$ cat config.mk
export PLATFORM = sky130hd
export DESIGN_NAME = parity_stream_engine
export DESIGN_NICKNAME = d
export VERILOG_FILES = /design/src/rtl/parity_stream_engine.sv
export SDC_FILE = /design/constraint.sdc
export NUM_CORES = 1
export LEC_CHECK = 0
export BUFFER_PORTS_ARGS = -buffer_cell sky130_fd_sc_hd__clkbuf_2
export CORE_MARGIN = 3
export CORE_UTILIZATION = 40
export DETAILED_ROUTE_END_ITERATION = 6
export GPL_ROUTABILITY_DRIVEN = 0
export PLACE_DENSITY_LB_ADDON = 0.2
export SLEW_MARGIN = 20
export SYNTH_ARGS = -nofsm -noshare
export SYNTH_HDL_FRONTEND = slang
export SYNTH_SLANG_ARGS = --single-unit
$ cat constraint.sdc
create_clock -name clk -period 2.1 [get_ports clk]
set_input_delay 0.21 -clock clk [delete_from_list [all_inputs] [get_ports clk]]
set_output_delay 0.21 -clock clk [all_outputs]
set_load 0.005 [all_outputs]
$ cat src/rtl/parity_stream_engine.sv
// Streaming parity generator/checker with a 2-entry skid buffer on the output side.
// Generate mode attaches a computed parity bit to each word; check mode passes the
// received bit through and flags a mismatch against the selected parity rule.
// Optional feature macro: PARITY_ERR_CNT_EN adds the saturating err_cnt output.
module parity_stream_engine #(
    parameter int unsigned DWIDTH = 8,
    parameter int unsigned CNTW   = 16
) (
    input  logic              clk,
    input  logic              rst,
    input  logic [2:0]        mode_i,
    input  logic              check_i,
    input  logic              in_valid,
    output logic              in_ready,
    input  logic [DWIDTH-1:0] in_data,
    input  logic              in_par,
    output logic              out_valid,
    input  logic              out_ready,
    output logic [DWIDTH-1:0] out_data,
    output logic              out_par,
    output logic              out_err,
    input  logic              err_clr,
    output logic              err_sticky
`ifdef PARITY_ERR_CNT_EN
    ,
    output logic [CNTW-1:0]   err_cnt
`endif
);

    localparam logic [2:0] ModeOdd   = 3'b001;
    localparam logic [2:0] ModeEven  = 3'b010;
    localparam logic [2:0] ModeMark  = 3'b011;
    localparam logic [2:0] ModeSpace = 3'b100;

    typedef enum logic [1:0] {StEmpty, StOne, StTwo} state_e;

    state_e            state_q, state_d;
    logic              in_ready_q, in_ready_d;

    // Head entry drives the outputs; tail holds the second word while the head stalls.
    logic [DWIDTH-1:0] head_data_q, head_data_d;
    logic              head_par_q, head_par_d;
    logic              head_err_q, head_err_d;
    logic [DWIDTH-1:0] tail_data_q, tail_data_d;
    logic              tail_par_q, tail_par_d;
    logic              tail_err_q, tail_err_d;

    logic              sticky_q, sticky_d;

    logic              word_xor;
    logic              exp_par;
    logic              mode_active;
    logic              new_par;
    logic              new_err;
    logic              accept;
    logic              pop;
    logic              err_event;

    // Expected parity bit for the incoming word under the sampled mode.
    always_comb begin
        word_xor    = ^in_data;
        exp_par     = 1'b0;
        mode_active = 1'b1;
        case (mode_i)
            ModeOdd:   exp_par = ~word_xor;
            ModeEven:  exp_par = word_xor;
            ModeMark:  exp_par = 1'b1;
            ModeSpace: exp_par = 1'b0;
            default: begin
                exp_par     = 1'b0;
                mode_active = 1'b0;
            end
        endcase
        new_par = check_i ? in_par : exp_par;
        new_err = check_i && mode_active && (exp_par != in_par);
    end

    assign accept    = in_valid && in_ready_q;
    assign out_valid = (state_q != StEmpty);
    assign pop       = out_valid && out_ready;
    assign err_event = accept && new_err;

    // Skid buffer next-state: load, shift and occupancy tracking.
    always_comb begin
        state_d     = state_q;
        head_data_d = head_data_q;
        head_par_d  = head_par_q;
        head_err_d  = head_err_q;
        tail_data_d = tail_data_q;
        tail_par_d  = tail_par_q;
        tail_err_d  = tail_err_q;
        case (state_q)
            StEmpty: begin
                if (accept) begin
                    head_data_d = in_data;
                    head_par_d  = new_par;
                    head_err_d  = new_err;
                    state_d     = StOne;
                end
            end
            StOne: begin
                if (accept && !pop) begin
                    tail_data_d = in_data;
                    tail_par_d  = new_par;
                    tail_err_d  = new_err;
                    state_d     = StTwo;
                end else if (!accept && pop) begin
                    state_d = StEmpty;
                end else if (accept && pop) begin
                    head_data_d = in_data;
                    head_par_d  = new_par;
                    head_err_d  = new_err;
                end
            end
            StTwo: begin
                // in_ready is low here, so only a pop can happen.
                if (pop) begin
                    head_data_d = tail_data_q;
                    head_par_d  = tail_par_q;
                    head_err_d  = tail_err_q;
                    state_d     = StOne;
                end
            end
            default: state_d = StEmpty;
        endcase
        in_ready_d = (state_d != StTwo);
    end

    // Sticky error flag: a new error beats a simultaneous clear.
    always_comb begin
        sticky_d = sticky_q;
        if (err_clr) begin
            sticky_d = 1'b0;
        end
        if (err_event) begin
            sticky_d = 1'b1;
        end
    end

    // State and data registers with synchronous reset.
    always_ff @(posedge clk) begin
        if (rst) begin
            state_q     <= StEmpty;
            in_ready_q  <= 1'b1;
            head_data_q <= '0;
            head_par_q  <= 1'b0;
            head_err_q  <= 1'b0;
            tail_data_q <= '0;
            tail_par_q  <= 1'b0;
            tail_err_q  <= 1'b0;
            sticky_q    <= 1'b0;
        end else begin
            state_q     <= state_d;
            in_ready_q  <= in_ready_d;
            head_data_q <= head_data_d;
            head_par_q  <= head_par_d;
            head_err_q  <= head_err_d;
            tail_data_q <= tail_data_d;
            tail_par_q  <= tail_par_d;
            tail_err_q  <= tail_err_d;
            sticky_q    <= sticky_d;
        end
    end

    assign in_ready   = in_ready_q;
    assign out_data   = head_data_q;
    assign out_par    = head_par_q;
    assign out_err    = head_err_q;
    assign err_sticky = sticky_q;

`ifdef PARITY_ERR_CNT_EN
    logic [CNTW-1:0] cnt_q, cnt_d;

    // Saturating error counter; an increment during clear leaves a count of one.
    always_comb begin
        cnt_d = cnt_q;
        if (err_event) begin
            if (err_clr) begin
                cnt_d = CNTW'(1);
            end else if (cnt_q != {CNTW{1'b1}}) begin
                cnt_d = cnt_q + CNTW'(1);
            end
        end else if (err_clr) begin
            cnt_d = '0;
        end
    end

    // Error counter register.
    always_ff @(posedge clk) begin
        if (rst) begin
            cnt_q <= '0;
        end else begin
            cnt_q <= cnt_d;
        end
    end

    assign err_cnt = cnt_q;
`else
    // CNTW only sizes the counter; without it there is nothing to build.
    if (CNTW == 0) begin : g_no_cnt
    end
`endif

endmodule

---- Yosys cells after proc, flatten, opt, wreduce, memory -nomap -nowiden ----
Index checks and enable logic that the tools add are counted.
storage, ports and cells
  latch bits .............................. 0
  output and inout bits ................... 13
  memory bits (writable) .................. 0
  ROM bits ................................ 0
  flip-flop bits (word level) ............. 24
  memories kept ........................... 0
cells by class
  add/subtract/negate cells ............... 0
  $mul .................................... 0
  equal/unequal tests ..................... 13
  bitwise gates (word level) .............. 1
  multiplexer cells ....................... 28
  shifts and indexed selects .............. 0
  divide/modulo/power cells ............... 0
  reduce and logical (&&, ||, !) cells .... 18
  order comparisons ....................... 0
operators by type and width
  operator                                                          number
  8-bit two-way mux                                                 5
  8-bit case mux with 3 select lines                                1
  1-bit two-way mux                                                 14
  2-bit != test (second input constant)                             6
  1-bit case mux with 3 select lines                                3
  1-bit logical AND                                                 8
  2-bit two-way mux                                                 4
  8-bit parity                                                      1
  3-bit by 2-bit == test with 1-bit output (second input constant)  2
  2-bit case mux with 3 select lines                                1
  6-bit AND reduction                                               1
  2-bit nonzero test                                                2
  4-bit OR reduction                                                1
  3-bit by 1-bit == test with 1-bit output (second input constant)  1
  3-bit == test (second input constant)                             1
  3-bit nonzero test                                                1
  2-bit by 1-bit == test with 1-bit output (second input constant)  1
  2-bit == test (second input constant)                             1
  1-bit zero test                                                   2
  2-bit zero test                                                   1
  2-bit AND reduction                                               1
  1-bit != test                                                     1
  1-bit NOT                                                         1

---- Logic depth before layout (Yosys ltp) ----
Gate-level depths: netlist of run 1.
  depth after elaboration ................. 9
  mapped depth ............................ 7
  gate-level depth less buffers ........... 6

---- Worst setup path before layout of run 1 ----
OpenSTA, ideal clock, no wires.
  path type ............................... register -> register
  start ................................... register state_q[1]
  end ..................................... register head_par_q (netlist: out_par)
  cell stages (with the launch flop) ...... 7
  data required time ...................... 2.014 ns
  data arrival time ....................... 1.368 ns
  slack ................................... 0.646 ns
  cell sequence ........................... dfxtp_1 > clkbuf_1 > nor3_1 > a31o_2 > clkbuf_1 > o21ai_0 > a211oi_1
between the ends
  cells in the longest elaborated chain, start to end .. 6
  elaborated cells between the ends (all ways) .. 17
ends and longest elaborated chain
  item                           line  text
  start: declaration             37    state_e state_q, state_d;
  start signal: assignment       143   state_q <= StEmpty;
  start signal: assignment       153   state_q <= state_d;
  2-bit nonzero test             79    assign out_valid = (state_q != StEmpty);
  1-bit logical AND              80    assign pop = out_valid && out_ready;
  1-bit zero test                102   if (accept && !pop) begin
  1-bit logical AND              102
  2-bit != test (no line)        n/a
  6-bit AND reduction (no line)  n/a
  end signal: assignment         156   head_par_q <= head_par_d;
  end: declaration               42    logic head_par_q, head_par_d;
Several ways; a longest one is shown, not always the timed one.
A chain may end at the register's enable or synchronous reset.

---- Worst setup path after layout of run 1 ----
  start ................................... register state_q[0]
  end ..................................... register head_par_q (netlist: out_par)
Same word-level chain as after synthesis.

==> qor.txt, run 1 <==
Dpl ws -> 372.1 ps
Top cells by area, synth -> dfxtp_1, nand2_1, a311oi_1
# rows -> 18
Root Driver -> clkbuf_4
Hold_sp -> in_data[3]
CTS Sinks -> 24
Met2 WL post-DR -> 1202 um
Synth cell types -> 25
Area Overhead vs Synth -> 20.22%
Syn nets -> 158
WL per Instance -> 12.66 um
Vias in the first global route -> 975
Status -> completed
Dpl cells -> 194
Final WL -> 2507 um
Slew HR -> 65.99%
Clk buf depth -> 2
GR Util All Layers -> 15.74%
Yosys top cell area share -> 43.15%
Comb pwr share -> 18.6%
Share of layout cells above drive strength 1 -> 24.40%
Cell Int Power -> 764.7 uW
Power Density -> 770.4 nW/um2
Via-to-Cell Ratio -> 5.182
Ys flop type -> dfxtp_1
Largest net degree at the start of global routing -> 26
Post-route DRC -> 0
Crit Path Max Fanout -> 20
CTS buffer count -> 3
Final min period -> 1634 ps
Synthesized instance count -> 140
Synth top cells by count -> nand2_1, dfxtp_1, nor2_1
Hold Buf Count CTS -> 0
Clock transition at the registers of the reported paths -> 140 ps
Count leader, synth -> nand2_1
Max VDD drop -> 0.3860 mV
Worst hold path class -> primary input to register
Post-synthesis sequential area ratio -> 43.15%
Leakage -> 0.5605 nW
Worst Path Arrival -> 1870 ps
Worst-skew pair later-pin latency -> 330 ps
Avg Cell Area, Syn -> 7.954 um2
Total number of vias -> 1026
Final #Nets -> 187
Total gr overflow -> 0
WL met1 -> 1151 um
Routed Antenna Nets -> 0
RR Endpoint -> out_par
Resized cells post-CTS -> 0
Slew Viols, Final -> 0
Final hold slack -> 119.0 ps
Endpoint, Worst Hold -> tail_data_q[3]
Max-Cap Viols -> 0
Final cycle utilization of the critical path -> 77.81%
Fin Clk Skew -> 13.35 ps
Final setup vio count -> 0
Highest Signal Layer -> met4
Drt first pass iters -> 4
Count of non-filler cells in the finished layout -> 198
Sw Share -> 25.86%
Port-buffer cells -> 30
Synth Register Bits -> 24
Post-synth ARST share -> 0%
Starting Density -> 43.37%
Number of flops mapped to enable cells by yosys -> 0
Final worst slack -> 466.1 ps
Total power -> 1.031 mW
R2R Path Start -> state_q[0]
Leading area contributor after synthesis -> dfxtp_1
Metal3 WL -> 122 um
Ant. Diodes -> 0
Startpoint Class -> register
Die ar. -> 3453 um2
RSZ-0062 raised after global routing -> no
Worst hold path depth -> 3
R2r setup slk -> 470 ps
Post-CTS Setup Bufs -> 0
First-pass GRT wire length -> 4215 um
FMAX -> 612.0 MHz
Crit path kind -> register to register
Die Wd -> 58.76 um
Synth Cell Area -> 1114 um2
Hold Violations, Final -> 0
Req. time, crit path -> 2340 ps
Core ar. -> 2567 um2
TNS Setup -> 0 ps
Worst-margin pin slew -> 510.2 ps
Die Y -> 58.76 um
NetSw -> 266.7 uW
Reg2Reg Depth -> 5
Initial DRC count -> 28
H-Tree Depth -> 1
Power share of the sequential group -> 48.5%
CTS tree -> built
Fill count -> 253
Worst Setup End Kind -> register
Clock network fraction of design power -> 33.0%
Initial antenna violation count -> 0
IO Pins -> 31
Post-DP HPWL -> 1790 um
Synthesis warning total -> 0
==> routing by layer <==
metal	up-vias	track usage, %
li1	532	-
met1	467	19.78
met2	23	27.13
met3	4	2.193
met4	0	5.825
met5	-	0
==> cell usage in the layout (no fill, tap or decap), types with 2 or more instances in the layout <==
cell,instances
inv_1,2
a311oi_1,9
o21ai_0,3
nor2_1,15
dfxtp_1,24
clkbuf_2,30
nand2b_1,2
clkbuf_4,3
nor3_1,2
a211oi_1,2
xnor2_1,8
a21oi_1,9
buf_4,2
mux2i_1,3
nand2_1,40
or3_1,2
nor2b_1,2
==> registers in the layout (all words and copies together), names as in the netlist <==
register,count
out_par,1
err_sticky,1
tail_data_q,8
tail_par_q,1
in_ready,1
state_q,2
tail_err_q,1
out_data,8
out_err,1
==> metrics by stage <==
stage	cell area (um2)	util [%]
2_1_floorplan	1114	-
3_3_place_gp	1286	50.10
3_5_place_dp	1286	50.10
4_1_cts	1339	52.14
5_1_grt	1339	52.14
6_report	1339	52.14
==> kinds of logic (layout without fill, tap and decap cells) <==
| group | after synthesis | count (layout) | share of synthesized area, % |
|---|---|---|---|
| and+or+nand+nor | 67 | 67 | 25.62 |
| AOI/OAI and AO/OA | 27 | 27 | 17.64 |
| DFF | 24 | 24 | 43.15 |
| buffers and inverters | 10 | 38 | 3.371 |
| xor gates and xnor gates | 8 | 8 | 6.292 |
| muxes | 4 | 4 | 3.932 |
==> critical path, cell delays in order, from the launching register on <==
cell and delay, ps:
dfxtp_1 370, nor2b_1 170, nor3_1 260, a31o_2 410, o21ai_0 140, a211oi_1 210
==> area by class of cell <==
type | instances | area [um2] | area share, %
Tap cell | 30 | 37.54 | 2.804
Timing Repair Buffer | 32 | 165.2 | 12.34
Clock buffer | 3 | 22.52 | 1.682
Multi-Input combinational cell | 106 | 595.6 | 44.49
Clock inverter | 1 | 30.03 | 2.243
Sequential cell | 24 | 480.5 | 35.89
Inverter | 2 | 7.507 | 0.5607
==> worst max-delay path by stage <==
stage / from / end / cells after the start
detailed placement: in_data[2] / tail_err_q / 7
floorplan: state_q[1] / out_par / 6
finish: state_q[0] / out_par / 5
global placement: in_data[1] / tail_err_q / 7
CTS: state_q[0] / out_par / 5
global route: state_q[0] / out_par / 5
==> power by group through the flow <==
stage	Combinational (mW)	Clock (mW)	Sequential [mW]
floorplan	0.124	0	0.509
CTS	0.193	0.346	0.500
detailed placement	0.192	0	0.510
finish	0.192	0.340	0.500
global placement	0.188	0	0.509
global route	0.216	0.360	0.504
Power figures use the tool's default switching activity.
==> inputs of run 2 (changes only) <==
clock period = 1.35 ns   (was 2.1 ns; I/O delays follow)
==> qor.txt, run 2 (synthesis results as in run 1) <==
Status -> finished with violations (was completed)
Failing checks -> setup timing
Clock transition at the registers of the reported paths -> 140 ps (about the same)
Largest net degree at the start of global routing -> 17 (was 26)
GR Util All Layers -> 17.73% (was 15.74%)
Final WL -> 3315 um (was 2507 um)
Post-route design area -> 1715 um2 (was 1339 um2)
Cell Int Power -> 1.279 mW (was 764.7 uW)
Req. time, crit path -> 1620 ps (was 2340 ps)
CP top delay family -> simple AND/OR/NAND/NOR gates (was compound AO/OA/AOI/OAI gates)
Post-route DRC -> 0 (unchanged)
Commonest non-fill, non-tap cell in the layout -> nand2_1 (unchanged)
Via-to-Cell Ratio -> 5.300 (was 5.182)
Commonest non-fill, non-tap cells in the layout -> nand2_1, clkbuf_2, dfxtp_1, buf_4, nor2_1 (was nand2_1, clkbuf_2, dfxtp_1, nor2_1)
Initial DRC count -> 39 (was 28)
Max-Cap Viols -> 0 (unchanged)
First-pass GRT wire length -> 4657 um (was 4215 um)
Die Y -> 58.76 um (unchanged)
Crit Path Max Fanout -> 4 (was 20)
Slew HR -> 73.57% (was 65.99%)
Hold Violations, Final -> 0 (unchanged)
FMAX -> 739.1 MHz (was 612.0 MHz)
Clock network fraction of design power -> 30.5% (was 33.0%)
Total gr overflow -> 0 (unchanged)
Crit-path cells -> buf_4, nor4_4, buf_4, nand2_1, a21oi_1 (was nor2b_1, nor3_1, a31o_2, o21ai_0, a211oi_1)
Final min period -> 1353 ps (was 1634 ps)
Met3 Use GR -> 2.193% (unchanged)
Post-DP HPWL -> 2108 um (was 1790 um)
Crit path kind -> register to register (unchanged)
Max VDD drop -> 0.9123 mV (was 0.3860 mV)
Startpoint Class -> register (unchanged)
CP max stage cell -> dfxtp_4 (was a31o_2)
Leakage -> 0.7418 nW (was 0.5605 nW)
Starting Density -> 43.37% (unchanged)
Final setup vio count -> 2 (was 0)
RSZ-0062 raised after global routing -> yes (was no)
Die ar. -> 3453 um2 (unchanged)
WL per Instance -> 14.87 um (was 12.66 um)
Worst-margin pin slew -> 396.5 ps (was 510.2 ps)
# rows -> 18 (unchanged)
Worst Path Arrival -> 1620 ps (was 1870 ps)
Initial antenna violation count -> 0 (unchanged)
NetSw -> 479.9 uW (was 266.7 uW)
Final #Nets -> 212 (was 187)
Power Density -> 1026 nW/um2 (was 770.4 nW/um2)
Worst hold path class -> primary input to register (unchanged)
Drt first pass iters -> 4 (unchanged)
Power share of the sequential group -> 44.1% (was 48.5%)
Total number of vias -> 1182 (was 1026)
Final cycle utilization of the critical path -> 100.2% (was 77.81%)
Grt met1 use -> 21.67% (was 19.78%)
WP buf/inv -> 2 (was 0)
Port-buffer cells -> 30 (unchanged)
Share of layout cells above drive strength 1 -> 48.70% (was 24.40%)
CTS tree -> built (unchanged)
Dpl cell area -> 1451 um2 (was 1286 um2)
Clk buf depth -> 2 (unchanged)
Root Driver -> clkbuf_4 (unchanged)
Final worst slack -> -2.974 ps (was 466.1 ps)
Slew Viols, Final -> 0 (unchanged)
Comb pwr share -> 25.4% (was 18.6%)
Most crowded layer after global routing -> met2 (unchanged)
H-Tree Depth -> 1 (unchanged)
Fin Clk Skew -> 7.576 ps (was 13.35 ps)
Area Overhead vs Synth -> 54.05% (was 20.22%)
Dpl cells -> 212 (was 194)
Die Wd -> 58.76 um (unchanged)
CTS Sinks -> 24 (unchanged)
GR Util met2 -> 29.97% (was 27.13%)
CP peak stage delay -> 400 ps (was 410 ps)
Routed Antenna Nets -> 0 (unchanged)
IO Pins -> 31 (unchanged)
CTS buffer count -> 3 (unchanged)
Core ar. -> 2567 um2 (unchanged)
Vias in the first global route -> 1056 (was 975)
Crit path top cell by count -> buf_4
Count of non-filler cells in the finished layout -> 223 (was 198)
Ant. Diodes -> 0 (unchanged)
Worst-skew pair later-pin latency -> 330 ps (about the same)
Worst Setup End Kind -> register (unchanged)
Sw Share -> 27.28% (was 25.86%)
run 2: final timing paths:
kind	start	end	slack [ps]	depth (start not counted)
setup / recovery	state_q[1]	tail_data_q[7]	-3	5
hold / removal	in_data[2]	tail_data_q[2]	70	3
hold reg to reg	tail_data_q[2]	tail_data_q[2]	470	2
setup reg to reg	state_q[1]	tail_data_q[7]	-3	5
run 2: timing repair:
action | in CTS | in global routing
pin swaps | 2 | 13
setup buffers | 0 | 4
resized for setup | 9 | 37
hold buffers | 0 | 0
cloned | 0 | 3
setup endpoints to repair | 11 | 23
run 2: final cells by class:
type / instances / area [um2]
repair buffers: 57 / 382.9
flip-flops and latches: 24 / 486.7
inverters: 2 / 7.507
fillers: 219 / 852.1
well taps: 30 / 37.54
multi-input cells: 106 / 748.2
clock inverters: 1 / 30.03
clock buffers: 3 / 22.52
run 2: worst reg2reg max path, delay by kind of cell (launching register included):
family                 cells  cell delay (ps)
AO/OA/AOI/OAI              1              120
AND/OR/NAND/NOR            2              420
buffers and inverters      2              370
flip-flops                 1              400
run 2: power by group through the flow:
stage	registers, mW	logic (mW)	clock network (mW)
2_1_floorplan	0.792	0.203	0
3_3_place_gp	0.788	0.354	0
3_5_place_dp	0.790	0.360	0
4_1_cts	0.774	0.372	0.554
5_1_grt	0.781	0.485	0.573
6_report	0.776	0.448	0.536
run 2: through the flow:
step | total power, mW | utilization [%] | setup slack (ps) | setup TNS [ps] | hold slack (ps)
final | 1.759 | 66.81 | -2.974 | -3.062 | 66.12
after floorplan | 0.9948 | - | -53.47 | -105.9 | 253.1
after detailed placement | 1.150 | 56.53 | -245.4 | -1281 | 425.0
after CTS | 1.699 | 59.60 | 11.32 | 0 | 56.28
after global routing | 1.839 | 66.81 | -74.68 | -567.5 | 59.38
after global placement | 1.142 | 56.53 | -215.9 | -986.1 | 411.9
run 2: layer usage:
metal | share of wire (%) | vias to the layer above
met1 | 45 | 553
met4 | 2.9 | 0
met3 | 3.7 | 9
met5 | 0 | -
met2 | 48 | 32
li1 | - | 588
==> inputs of run 3 (changes only) <==
CELL_PAD_IN_SITES_DETAIL_PLACEMENT = 1   (was default)
CELL_PAD_IN_SITES_GLOBAL_PLACEMENT = 1   (was default)
CORE_UTILIZATION = 33   (was 40)
==> qor.txt, run 3 (synthesis results as in run 1) <==
Area Overhead vs Synth -> 54.16% (was 54.05%)
Clk buf depth -> 2 (unchanged)
Drt first pass iters -> 4 (unchanged)
Worst hold path depth -> 3 (unchanged)
Worst hold path class -> primary input to register (unchanged)
Final cycle utilization of the critical path -> 105.6% (was 100.2%)
Total gr overflow -> 0 (unchanged)
Metal3 WL -> 121 um (was 122 um)
Post-DP HPWL -> 2513 um (was 2108 um)
Post-route DRC -> 0 (unchanged)
Worst Path Arrival -> 1660 ps (was 1620 ps)
CTS buffer count -> 3 (unchanged)
Fin Clk Skew -> 6.278 ps (was 7.576 ps)
Crit path kind -> primary input to register (was register to register)
Initial antenna violation count -> 0 (unchanged)
CTS Sinks -> 24 (unchanged)
GR Util All Layers -> 17.71% (was 17.73%)
Commonest non-fill, non-tap cells in the layout -> nand2_1, clkbuf_2, dfxtp_1, buf_4, nor2_1 (unchanged)
IO Pins -> 31 (unchanged)
Port-buffer cells -> 30 (unchanged)
Crit path top cell by count -> xnor2_2 (was buf_4)
CP max stage cell -> mux2i_2 (was dfxtp_4)
Ant. Diodes -> 0 (unchanged)
Clock transition at the registers of the reported paths -> 140 ps (about the same)
Reg2Reg Depth -> 5 (unchanged)
Die ar. -> 4108 um2 (was 3453 um2)
Slew HR -> 75.84% (was 73.57%)
RSZ-0062 raised after global routing -> yes (unchanged)
Met2 WL post-DR -> 1912 um (was 1596 um)
Hold Violations, Final -> 0 (unchanged)
Crit Path Max Fanout -> 3 (was 4)
First-pass GRT wire length -> 5747 um (was 4657 um)
Count of non-filler cells in the finished layout -> 238 (was 223)
Die Wd -> 64.09 um (was 58.76 um)
Worst Setup End Kind -> register (unchanged)
Worst-margin pin slew -> 355.4 ps (was 396.5 ps)
Final setup vio count -> 5 (was 2)
Die Y -> 64.09 um (was 58.76 um)
Initial DRC count -> 30 (was 39)
Dpl cells -> 226 (was 212)
Slew Viols, Final -> 0 (unchanged)
WL per Instance -> 15.69 um (was 14.87 um)
Share of layout cells above drive strength 1 -> 48.97% (was 48.70%)
Status -> finished with violations (unchanged)
Final min period -> 1426 ps (was 1353 ps)
CTS tree -> built (unchanged)
FMAX -> 701.2 MHz (was 739.1 MHz)
Worst-skew pair later-pin latency -> 330 ps (about the same)
H-Tree Depth -> 1 (unchanged)
Routed Antenna Nets -> 0 (unchanged)
Commonest non-fill, non-tap cell in the layout -> nand2_1 (unchanged)
Max-Cap Viols -> 0 (unchanged)
Core ar. -> 3128 um2 (was 2567 um2)
Max VDD drop -> 0.5774 mV (was 0.9123 mV)
Total number of vias -> 1194 (was 1182)
Vias in the first global route -> 1200 (was 1056)
Post-layout util -> 54.88% (was 66.81%)
Final WL -> 3734 um (was 3315 um)
Root Driver -> clkbuf_4 (unchanged)
Failing checks -> setup timing (unchanged)
Dpl ws -> -277.2 ps (was -245.4 ps)
Via-to-Cell Ratio -> 5.017 (was 5.300)
Req. time, crit path -> 1580 ps (was 1620 ps)
CP peak stage delay -> 420 ps (was 400 ps)
# rows -> 20 (was 18)
Highest Signal Layer -> met4 (unchanged)
Final #Nets -> 213 (was 212)
Startpoint Class -> primary input (was register)
WL met1 -> 1605 um (was 1500 um)
Crit-path cells -> clkbuf_2, xnor2_2, xnor2_2, xnor2_1, mux2i_2, xnor2_2, o41ai_2 (was buf_4, nor4_4, buf_4, nand2_1, a21oi_1)
Final worst slack -> -76.06 ps (was -2.974 ps)
Leakage -> 0.7384 nW (was 0.7418 nW)
Largest net degree at the start of global routing -> 16 (was 17)
Starting Density -> 35.60% (was 43.37%)
Power Density -> 960.4 nW/um2 (was 1026 nW/um2)
run 3: changes by cell type in the layout (fill, tap and decap cells not counted), moves of 2 or more:
cell and delta:
a311oi_2 -3, xnor2_1 -2, buf_4 +2, nand2_2 +2, buf_6 -3, xnor2_2 +2, a311oi_1 +3
run 3: layer usage:
layer	up-vias	track usage, %
met5	-	0
met4	0	6.332
met3	8	2.636
met2	27	31.10
met1	573	21.82
li1	586	-
run 3: area by class of cell:
cell class                      instances  area, um2
Tap cell                               44      55.05
Inverter                                2      7.507
Fill cell                             391       1411
Timing Repair Buffer                   58      389.1
Multi-Input combinational cell        106      744.5
Sequential cell                        24      484.2
Clock buffer                            4      36.28
run 3: power breakdown:
part	internal (mW)	switching [mW]
Clock	0.165	0.236
Combinational	0.240	0.231
Sequential	0.753	0.0238
run 3: path summary, 6_finish.rpt:
kind | startpoint | to | slack [ps]
worst min-delay path | in_data[3] | tail_data_q[3] | 70
worst max register to register | state_q[0] | tail_err_q | -10
worst min register to register | tail_data_q[0] | tail_data_q[0] | 470
worst max-delay path | in_data[6] | tail_err_q | -80
run 3: timing repair:
action                     4_1_cts  5_1_grt
setup endpoints to repair       20       21
hold buffers                     0        0
resized for setup               13       26
setup buffers                    1        6
gates cloned                     0        1
pin swaps                        2       12
run 3: per-stage QoR:
step	cell area, um2	total power, mW	hold slack, ps	TNS (ps)
2_1_floorplan	1147	0.9948	253.1	-105.9
3_3_place_gp	1481	1.152	418.2	-1396
3_5_place_dp	1481	1.168	429.4	-2179
4_1_cts	1573	1.590	65.79	0
5_1_grt	1717	1.741	59.44	-1014
6_report	1717	1.649	68.83	-207.5
run 3: critical path: cells and delay by family:
family                 cells  cell delay, ps
AO/OA/AOI/OAI              1             260
XOR/XNOR                   4             720
buffers and inverters      1             110
multiplexers               1             420
